==> src/rtl/win_addr_gen.sv <==
// Sliding-window read address generator for a K x K convolution pass over an
// IMG_H x IMG_W feature map held in a two-bank ping-pong buffer.
// Windows are visited in raster order; taps within a window in raster order.
// Optional build macro: WIN_STRIDE2_EN steps the window origin by 2 in both axes.
module win_addr_gen #(
    parameter int unsigned IMG_W     = 16,
    parameter int unsigned IMG_H     = 16,
    parameter int unsigned K         = 5,
    parameter int unsigned ADDR_W    = 9,
    parameter int unsigned BANK_SIZE = 256
) (
    input  logic              clk,
    input  logic              rst_n,
    input  logic              start,
    input  logic              bank_sel,
    output logic [ADDR_W-1:0] addr_out,
    output logic              addr_valid,
    input  logic              addr_ready,
    output logic              win_last,
    output logic              busy,
    output logic              done
);

`ifdef WIN_STRIDE2_EN
    localparam int unsigned STRIDE = 2;
`else
    localparam int unsigned STRIDE = 1;
`endif

    localparam int unsigned MAX_DIM = (IMG_W > IMG_H) ? IMG_W : IMG_H;
    localparam int unsigned PW      = $clog2(MAX_DIM + 1);
    localparam int unsigned KW      = $clog2(K + 1);

    // Last legal window origin: largest multiple of STRIDE that still fits the kernel
    localparam logic [PW-1:0] OCOL_LAST = PW'(((IMG_W - K) / STRIDE) * STRIDE);
    localparam logic [PW-1:0] OROW_LAST = PW'(((IMG_H - K) / STRIDE) * STRIDE);
    localparam logic [PW-1:0] STEP      = PW'(STRIDE);
    localparam logic [KW-1:0] K_LAST    = KW'(K - 1);

    typedef enum logic [1:0] {
        StIdle,
        StRun,
        StDone
    } state_e;

    state_e            state_q, state_d;
    logic              bank_q, bank_d;
    logic [PW-1:0]     orow_q, orow_d, ocol_q, ocol_d;
    logic [KW-1:0]     kr_q, kr_d, kc_q, kc_d;
    logic [ADDR_W-1:0] addr_q, addr_d;
    logic              valid_q, valid_d;
    logic              last_q, last_d;
    logic              busy_q, busy_d;
    logic              done_q, done_d;

    logic [PW-1:0]     orow_n, ocol_n;
    logic [KW-1:0]     kr_n, kc_n;
    logic              kc_wrap, kr_wrap, ocol_wrap, win_end, pass_end;

    // Full-width address; the bank offset sits above the in-bank word index
    function automatic logic [ADDR_W-1:0] calc_addr(input logic          bank,
                                                    input logic [PW-1:0] orow,
                                                    input logic [PW-1:0] ocol,
                                                    input logic [KW-1:0] kr,
                                                    input logic [KW-1:0] kc);
        logic [ADDR_W-1:0] base;
        logic [ADDR_W-1:0] row;
        logic [ADDR_W-1:0] col;
        base = bank ? ADDR_W'(BANK_SIZE) : '0;
        row  = ADDR_W'(orow) + ADDR_W'(kr);
        col  = ADDR_W'(ocol) + ADDR_W'(kc);
        return base + row * ADDR_W'(IMG_W) + col;
    endfunction

    // Counter successors for one accepted address
    always_comb begin
        kc_wrap   = (kc_q == K_LAST);
        kr_wrap   = (kr_q == K_LAST);
        ocol_wrap = (ocol_q == OCOL_LAST);
        win_end   = kc_wrap && kr_wrap;
        pass_end  = win_end && ocol_wrap && (orow_q == OROW_LAST);
        kc_n      = kc_wrap ? '0 : kc_q + 1'b1;
        kr_n      = kc_wrap ? (kr_wrap ? '0 : kr_q + 1'b1) : kr_q;
        ocol_n    = win_end ? (ocol_wrap ? '0 : ocol_q + STEP) : ocol_q;
        orow_n    = (win_end && ocol_wrap) ? orow_q + STEP : orow_q;
    end

    // Next-state and registered-output logic
    always_comb begin
        state_d = state_q;
        bank_d  = bank_q;
        orow_d  = orow_q;
        ocol_d  = ocol_q;
        kr_d    = kr_q;
        kc_d    = kc_q;
        addr_d  = addr_q;
        valid_d = valid_q;
        last_d  = last_q;
        busy_d  = busy_q;
        done_d  = 1'b0;

        unique case (state_q)
            StIdle: begin
                if (start) begin
                    state_d = StRun;
                    bank_d  = bank_sel;
                    orow_d  = '0;
                    ocol_d  = '0;
                    kr_d    = '0;
                    kc_d    = '0;
                    addr_d  = calc_addr(bank_sel, '0, '0, '0, '0);
                    valid_d = 1'b1;
                    last_d  = (K_LAST == '0);
                    busy_d  = 1'b1;
                end
            end
            StRun: begin
                if (valid_q && addr_ready) begin
                    if (pass_end) begin
                        state_d = StDone;
                        valid_d = 1'b0;
                        last_d  = 1'b0;
                        done_d  = 1'b1;
                        orow_d  = '0;
                        ocol_d  = '0;
                        kr_d    = '0;
                        kc_d    = '0;
                    end else begin
                        orow_d  = orow_n;
                        ocol_d  = ocol_n;
                        kr_d    = kr_n;
                        kc_d    = kc_n;
                        addr_d  = calc_addr(bank_q, orow_n, ocol_n, kr_n, kc_n);
                        last_d  = (kr_n == K_LAST) && (kc_n == K_LAST);
                    end
                end
            end
            StDone: begin
                state_d = StIdle;
                busy_d  = 1'b0;
            end
            default: begin
                state_d = StIdle;
            end
        endcase
    end

    // State and output registers
    always_ff @(posedge clk or negedge rst_n) begin
        if (!rst_n) begin
            state_q <= StIdle;
            bank_q  <= 1'b0;
            orow_q  <= '0;
            ocol_q  <= '0;
            kr_q    <= '0;
            kc_q    <= '0;
            addr_q  <= '0;
            valid_q <= 1'b0;
            last_q  <= 1'b0;
            busy_q  <= 1'b0;
            done_q  <= 1'b0;
        end else begin
            state_q <= state_d;
            bank_q  <= bank_d;
            orow_q  <= orow_d;
            ocol_q  <= ocol_d;
            kr_q    <= kr_d;
            kc_q    <= kc_d;
            addr_q  <= addr_d;
            valid_q <= valid_d;
            last_q  <= last_d;
            busy_q  <= busy_d;
            done_q  <= done_d;
        end
    end

    assign addr_out   = addr_q;
    assign addr_valid = valid_q;
    assign win_last   = last_q;
    assign busy       = busy_q;
    assign done       = done_q;

endmodule

==> config.mk <==
export PLATFORM = sky130hd
export DESIGN_NAME = win_addr_gen
export DESIGN_NICKNAME = d
export VERILOG_FILES = /design/src/rtl/win_addr_gen.sv
export SDC_FILE = /design/constraint.sdc
export NUM_CORES = 1
export LEC_CHECK = 0
export BUFFER_PORTS_ARGS = -buffer_cell sky130_fd_sc_hd__buf_2
export CORE_ASPECT_RATIO = 0.6
export CORE_MARGIN = 5
export CORE_UTILIZATION = 28
export CTS_BUF_LIST = sky130_fd_sc_hd__clkbuf_2
export CTS_CLUSTER_DIAMETER = 100
export DETAILED_ROUTE_END_ITERATION = 16
export HOLD_SLACK_MARGIN = 0.15
export PLACE_DENSITY = 0.55
export SLEW_MARGIN = 20
export SYNTH_ARGS = -nofsm -noshare
export SYNTH_HDL_FRONTEND = slang
export SYNTH_SLANG_ARGS = --single-unit
==> constraint.sdc <==
create_clock -name clk -period 4.37 [get_ports clk]
set_input_delay 1.311 -clock clk [delete_from_list [all_inputs] [get_ports clk]]
set_output_delay 1.311 -clock clk [all_outputs]
set_load 0.02 [all_outputs]
==> qor.tcl <==
set qor(outcome) {complete, no violations}
set qor(placement_rows) 23
set qor(yosys_synthesis_warning_count) 0
set qor(postSynth.asyncResetShare_pct) 100
set qor(post_syn_instances) 208
set qor(startpoint_type) {flip-flop}
set qor(core_utilization_of_the_finished_layout_pct) 32.4
set qor(layout_commonest_cell) {sky130_fd_sc_hd__dfrtp_1}
set qor(rrSetupSlack_ns) 0.74
set qor(hold-worst-slack_ns) 0.516
set qor(io_pins) 18
set qor(fmax_mhz) 275
set qor(yosys.area.top_type) {sky130_fd_sc_hd__dfrtp_1}
set qor(reg2reg_to) {addr_out[7]}
set qor(cts_inserted_buffers) 5
set qor(detailedPlacementHpwl_mm) 3.61
set qor(clock_sinks) 32
set qor(seq_area_frac_synth_pct) 40.1
set qor(setup.worst_path.end) {addr_out[7]}
set qor(initial_core_util_pct) 29.4
set qor(layout_worst_path_cycle_share_pct) 83.1
set qor(launch_instance_of_the_worst_register_to_register_path) {kc_q[0]}
set qor(placed_cells) 306
set qor(worst_r2r_path_depth) 12
set qor(finalNetCount) 246
set qor(fin_setup_tns_ns) 0
set qor(worst_path_largest_cell_delay_ns) 0.52
set qor(detailed_place.area_mm2) 0.00216
set qor(synth.area.top_cells) {sky130_fd_sc_hd__dfrtp_1 40%, sky130_fd_sc_hd__ha_1 8.1%, sky130_fd_sc_hd__o21ai_0 5.0%}
set qor(setup.worst_path.start) {kc_q[0]}
set qor(timing.critical_path.slowest_stage_cell) {sky130_fd_sc_hd__and4_1}
set qor(ratio_of_cells_with_drive_above_1_in_the_final_layout_pct) 16.4
set qor(power_density_mw_per_mm2) 401
set qor(critPathCaptureType) {flip-flop}
set qor(cts_resizes) 0
set qor(drt_drc_violations_left) 0
set qor(maxSlewViolCount) 0
set qor(critical_path_class) {reg2reg}
set qor(antenna_viol_nets_final) 0
set qor(finalSetupViolCount) 0
set qor(gp_congestion) 0.766
set qor(slew_headroom_pct) 39.7
set qor(rsz_0062_raised_after_global_routing) {no}
set qor(synth_top_flop_cell) {sky130_fd_sc_hd__dfrtp_1}
set qor(die_footprint_mm2) 0.00898
set qor(n_antenna_cell) 0
set qor(crit_arrival_ns) 3.92
set qor(all_layer_gr_usage_pct) 11.6
set qor(synthesis.nets) 228
set qor(area_delta_synth_final_pct) 10.0
set qor(tritoncts) {built}
set qor(number_of_enable_type_register_cells_in_the_synthesized_netlist) 0
set qor(timing.critical_path.cells) {inv_1 -> ha_1 -> and4_1 -> nand3_1 -> mux2i_1 -> inv_1 -> ha_1 -> a21o_2 -> a21oi_1 -> xnor3_1 -> or3_1 -> a32o_1}
set qor(required_ns) 4.66
set qor(grt_pass1_wl_mm) 8.15
set qor(crit_fanout) 12
set qor(total_leakage_power_nw) 1.06
set qor(power.ir.vdd_worst_mv) 0.159
set qor(post_cts.repair.setup_buffers) 0
set qor(clk_path_buf_depth) 2
set qor(totalWireLength_mm) 4.92
set qor(synthesized_area_per_cell_um2) 9.60
set qor(finalClockSkew_ns) 0.0155
set qor(placement.io_buffers) 17
set qor(timing_hold_violations_final) 0
set qor(worstHoldPathType) {reg2reg}
set qor(overflow) 0
set qor(final_cell_area_mm2) 0.00220
set qor(tightestPinTransition_ns) 0.903
set qor(synth_area_mm2) 0.00200
set qor(path_clk_slew_ns) 0.18
set qor(first_global_vias) 1492
set qor(netlist.area_leader.share_pct) 40.1
set qor(die-width_um) 119
set qor(ys_seq_elements) 32
set qor(largest_net_degree_at_the_start_of_global_routing) 33
set qor(vias) 1547
set qor(die_y_um) 75.4
set qor(detail_route.vias_per_cell) 4.94
set qor(clock_latency_reported_for_the_late_side_of_the_worst_skew_pair_ns) 0.38
set qor(preCtsSetupSlack_ns) 0.798
set qor(cts_hold_repair.buffers) 0
set qor(avgRoutedWirePerCell_um) 15.7
set qor(setup_ws_ns) 0.739
set qor(cts-htree-levels) 2
set qor(most-common-layout-cells) {32 x sky130_fd_sc_hd__dfrtp_1, 22 x sky130_fd_sc_hd__nand2_1, 20 x sky130_fd_sc_hd__o21ai_0, 17 x sky130_fd_sc_hd__buf_2}
set qor(layoutNonFillerInstCount) 313
set qor(first_pass_iters) 4
set qor(number_of_antenna_violations_at_the_first_check_in_global_routing) 0
set qor(clock_tree.root_cell) {sky130_fd_sc_hd__clkbuf_2}
set qor(ys_types) 47
set qor(finalWorstPathRequiredPeriod_ns) 3.63
set qor(floorplan.core_area_mm2) 0.00679
set qor(initialDrtViolationCount) 74
set qor(total_power_uw) 881
set qor(maxCapViolCount) 0
-- synth_stat cells, types with 2 or more instances --
| master | instances |
|---|---|
| sky130_fd_sc_hd__dfrtp_1 | 32 |
| sky130_fd_sc_hd__nand2_1 | 22 |
| sky130_fd_sc_hd__o21ai_0 | 20 |
| sky130_fd_sc_hd__ha_1 | 13 |
| sky130_fd_sc_hd__inv_1 | 13 |
| sky130_fd_sc_hd__nor2_1 | 12 |
| sky130_fd_sc_hd__xnor2_1 | 11 |
| sky130_fd_sc_hd__nand3_1 | 9 |
| sky130_fd_sc_hd__a22o_1 | 8 |
| sky130_fd_sc_hd__a21oi_1 | 6 |
| sky130_fd_sc_hd__nor2b_1 | 6 |
| sky130_fd_sc_hd__a21o_1 | 4 |
| sky130_fd_sc_hd__and3_1 | 4 |
| sky130_fd_sc_hd__mux2_2 | 3 |
| sky130_fd_sc_hd__mux2i_1 | 3 |
| sky130_fd_sc_hd__a211oi_1 | 2 |
| sky130_fd_sc_hd__a21o_2 | 2 |
| sky130_fd_sc_hd__and4_1 | 2 |
| sky130_fd_sc_hd__buf_4 | 2 |
| sky130_fd_sc_hd__clkbuf_1 | 2 |
| sky130_fd_sc_hd__fa_1 | 2 |
| sky130_fd_sc_hd__nand4_1 | 2 |
| sky130_fd_sc_hd__nor3_1 | 2 |
| sky130_fd_sc_hd__o41ai_1 | 2 |
| sky130_fd_sc_hd__xor2_1 | 2 |
-- cell type report --
class | instances | area [µm²]
Clock buffer | 6 | 30.0
Clock inverter | 1 | 5.00
Fill cell | 710 | 4590
Inverter | 13 | 48.8
Multi-Input combinational cell | 156 | 1110
Sequential cell | 32 | 801
Tap cell | 87 | 109
Timing Repair Buffer | 18 | 92.6
-- layer usage --
metal  vias to the layer above  global-route usage, %  part of all wire (%)
met5                         -                      0                     0
met1                       736                   17.9                    56
met4                         0                   1.93                  0.49
met2                        37                   15.8                    36
met3                         4                   3.41                   7.5
li1                        770                      -                     -
-- power by group --
| part | internal, mW | leakage (nW) | switching [mW] |
|---|---|---|---|
| Clock | 0.0382 | 0.0288 | 0.112 |
| Combinational | 0.131 | 0.610 | 0.203 |
| Sequential | 0.347 | 0.418 | 0.0505 |
-- worst max-delay path, delay by kind of cell, from the launching register on --
kind,cells,cell delay (ns)
compound gates,3,0.62
xor+xnor,1,0.27
fa+ha+maj,2,0.54
buf+inv,2,0.17
flops,1,0.47
mux,1,0.37
simple gates,3,1.11
-- worst min path at each step --
stage / start / end / slack [ns] / cells past startpoint
6_report: addr_out[5] / addr_out[5] / 0.52 / 2
5_1_grt: win_last / win_last / 0.55 / 2
4_1_cts: addr_out[2] / addr_out[2] / 0.53 / 2
3_5_place_dp: addr_out[5] / addr_out[5] / 0.48 / 2
3_3_place_gp: addr_out[3] / addr_out[3] / 0.48 / 2
2_1_floorplan: kc_q[1] / kc_q[1] / 0.48 / 2
-- kinds of logic (layout without fill, tap and decap cells) --
family	after synthesis	after routing	share of synthesized area, %
and+or+nand+nor	69	69	18.3
AOI/OAI and AO/OA	52	52	17.2
DFF	32	32	40.1
buffers and inverters	20	38	4.26
adders and majority gates	15	15	10.2
xor gates and xnor gates	14	14	6.83
muxes	6	6	3.20
-- registers in the layout, summed over array words and instances (netlist names) --
| signal | flops |
|---|---|
| win_last | 1 |
| bank_q | 1 |
| state_q | 2 |
| addr_valid | 1 |
| kc_q | 3 |
| addr_out | 9 |
| done | 1 |
| busy | 1 |
| orow_q | 5 |
| ocol_q | 5 |
| kr_q | 3 |
(Power assumes the default switching activity.)
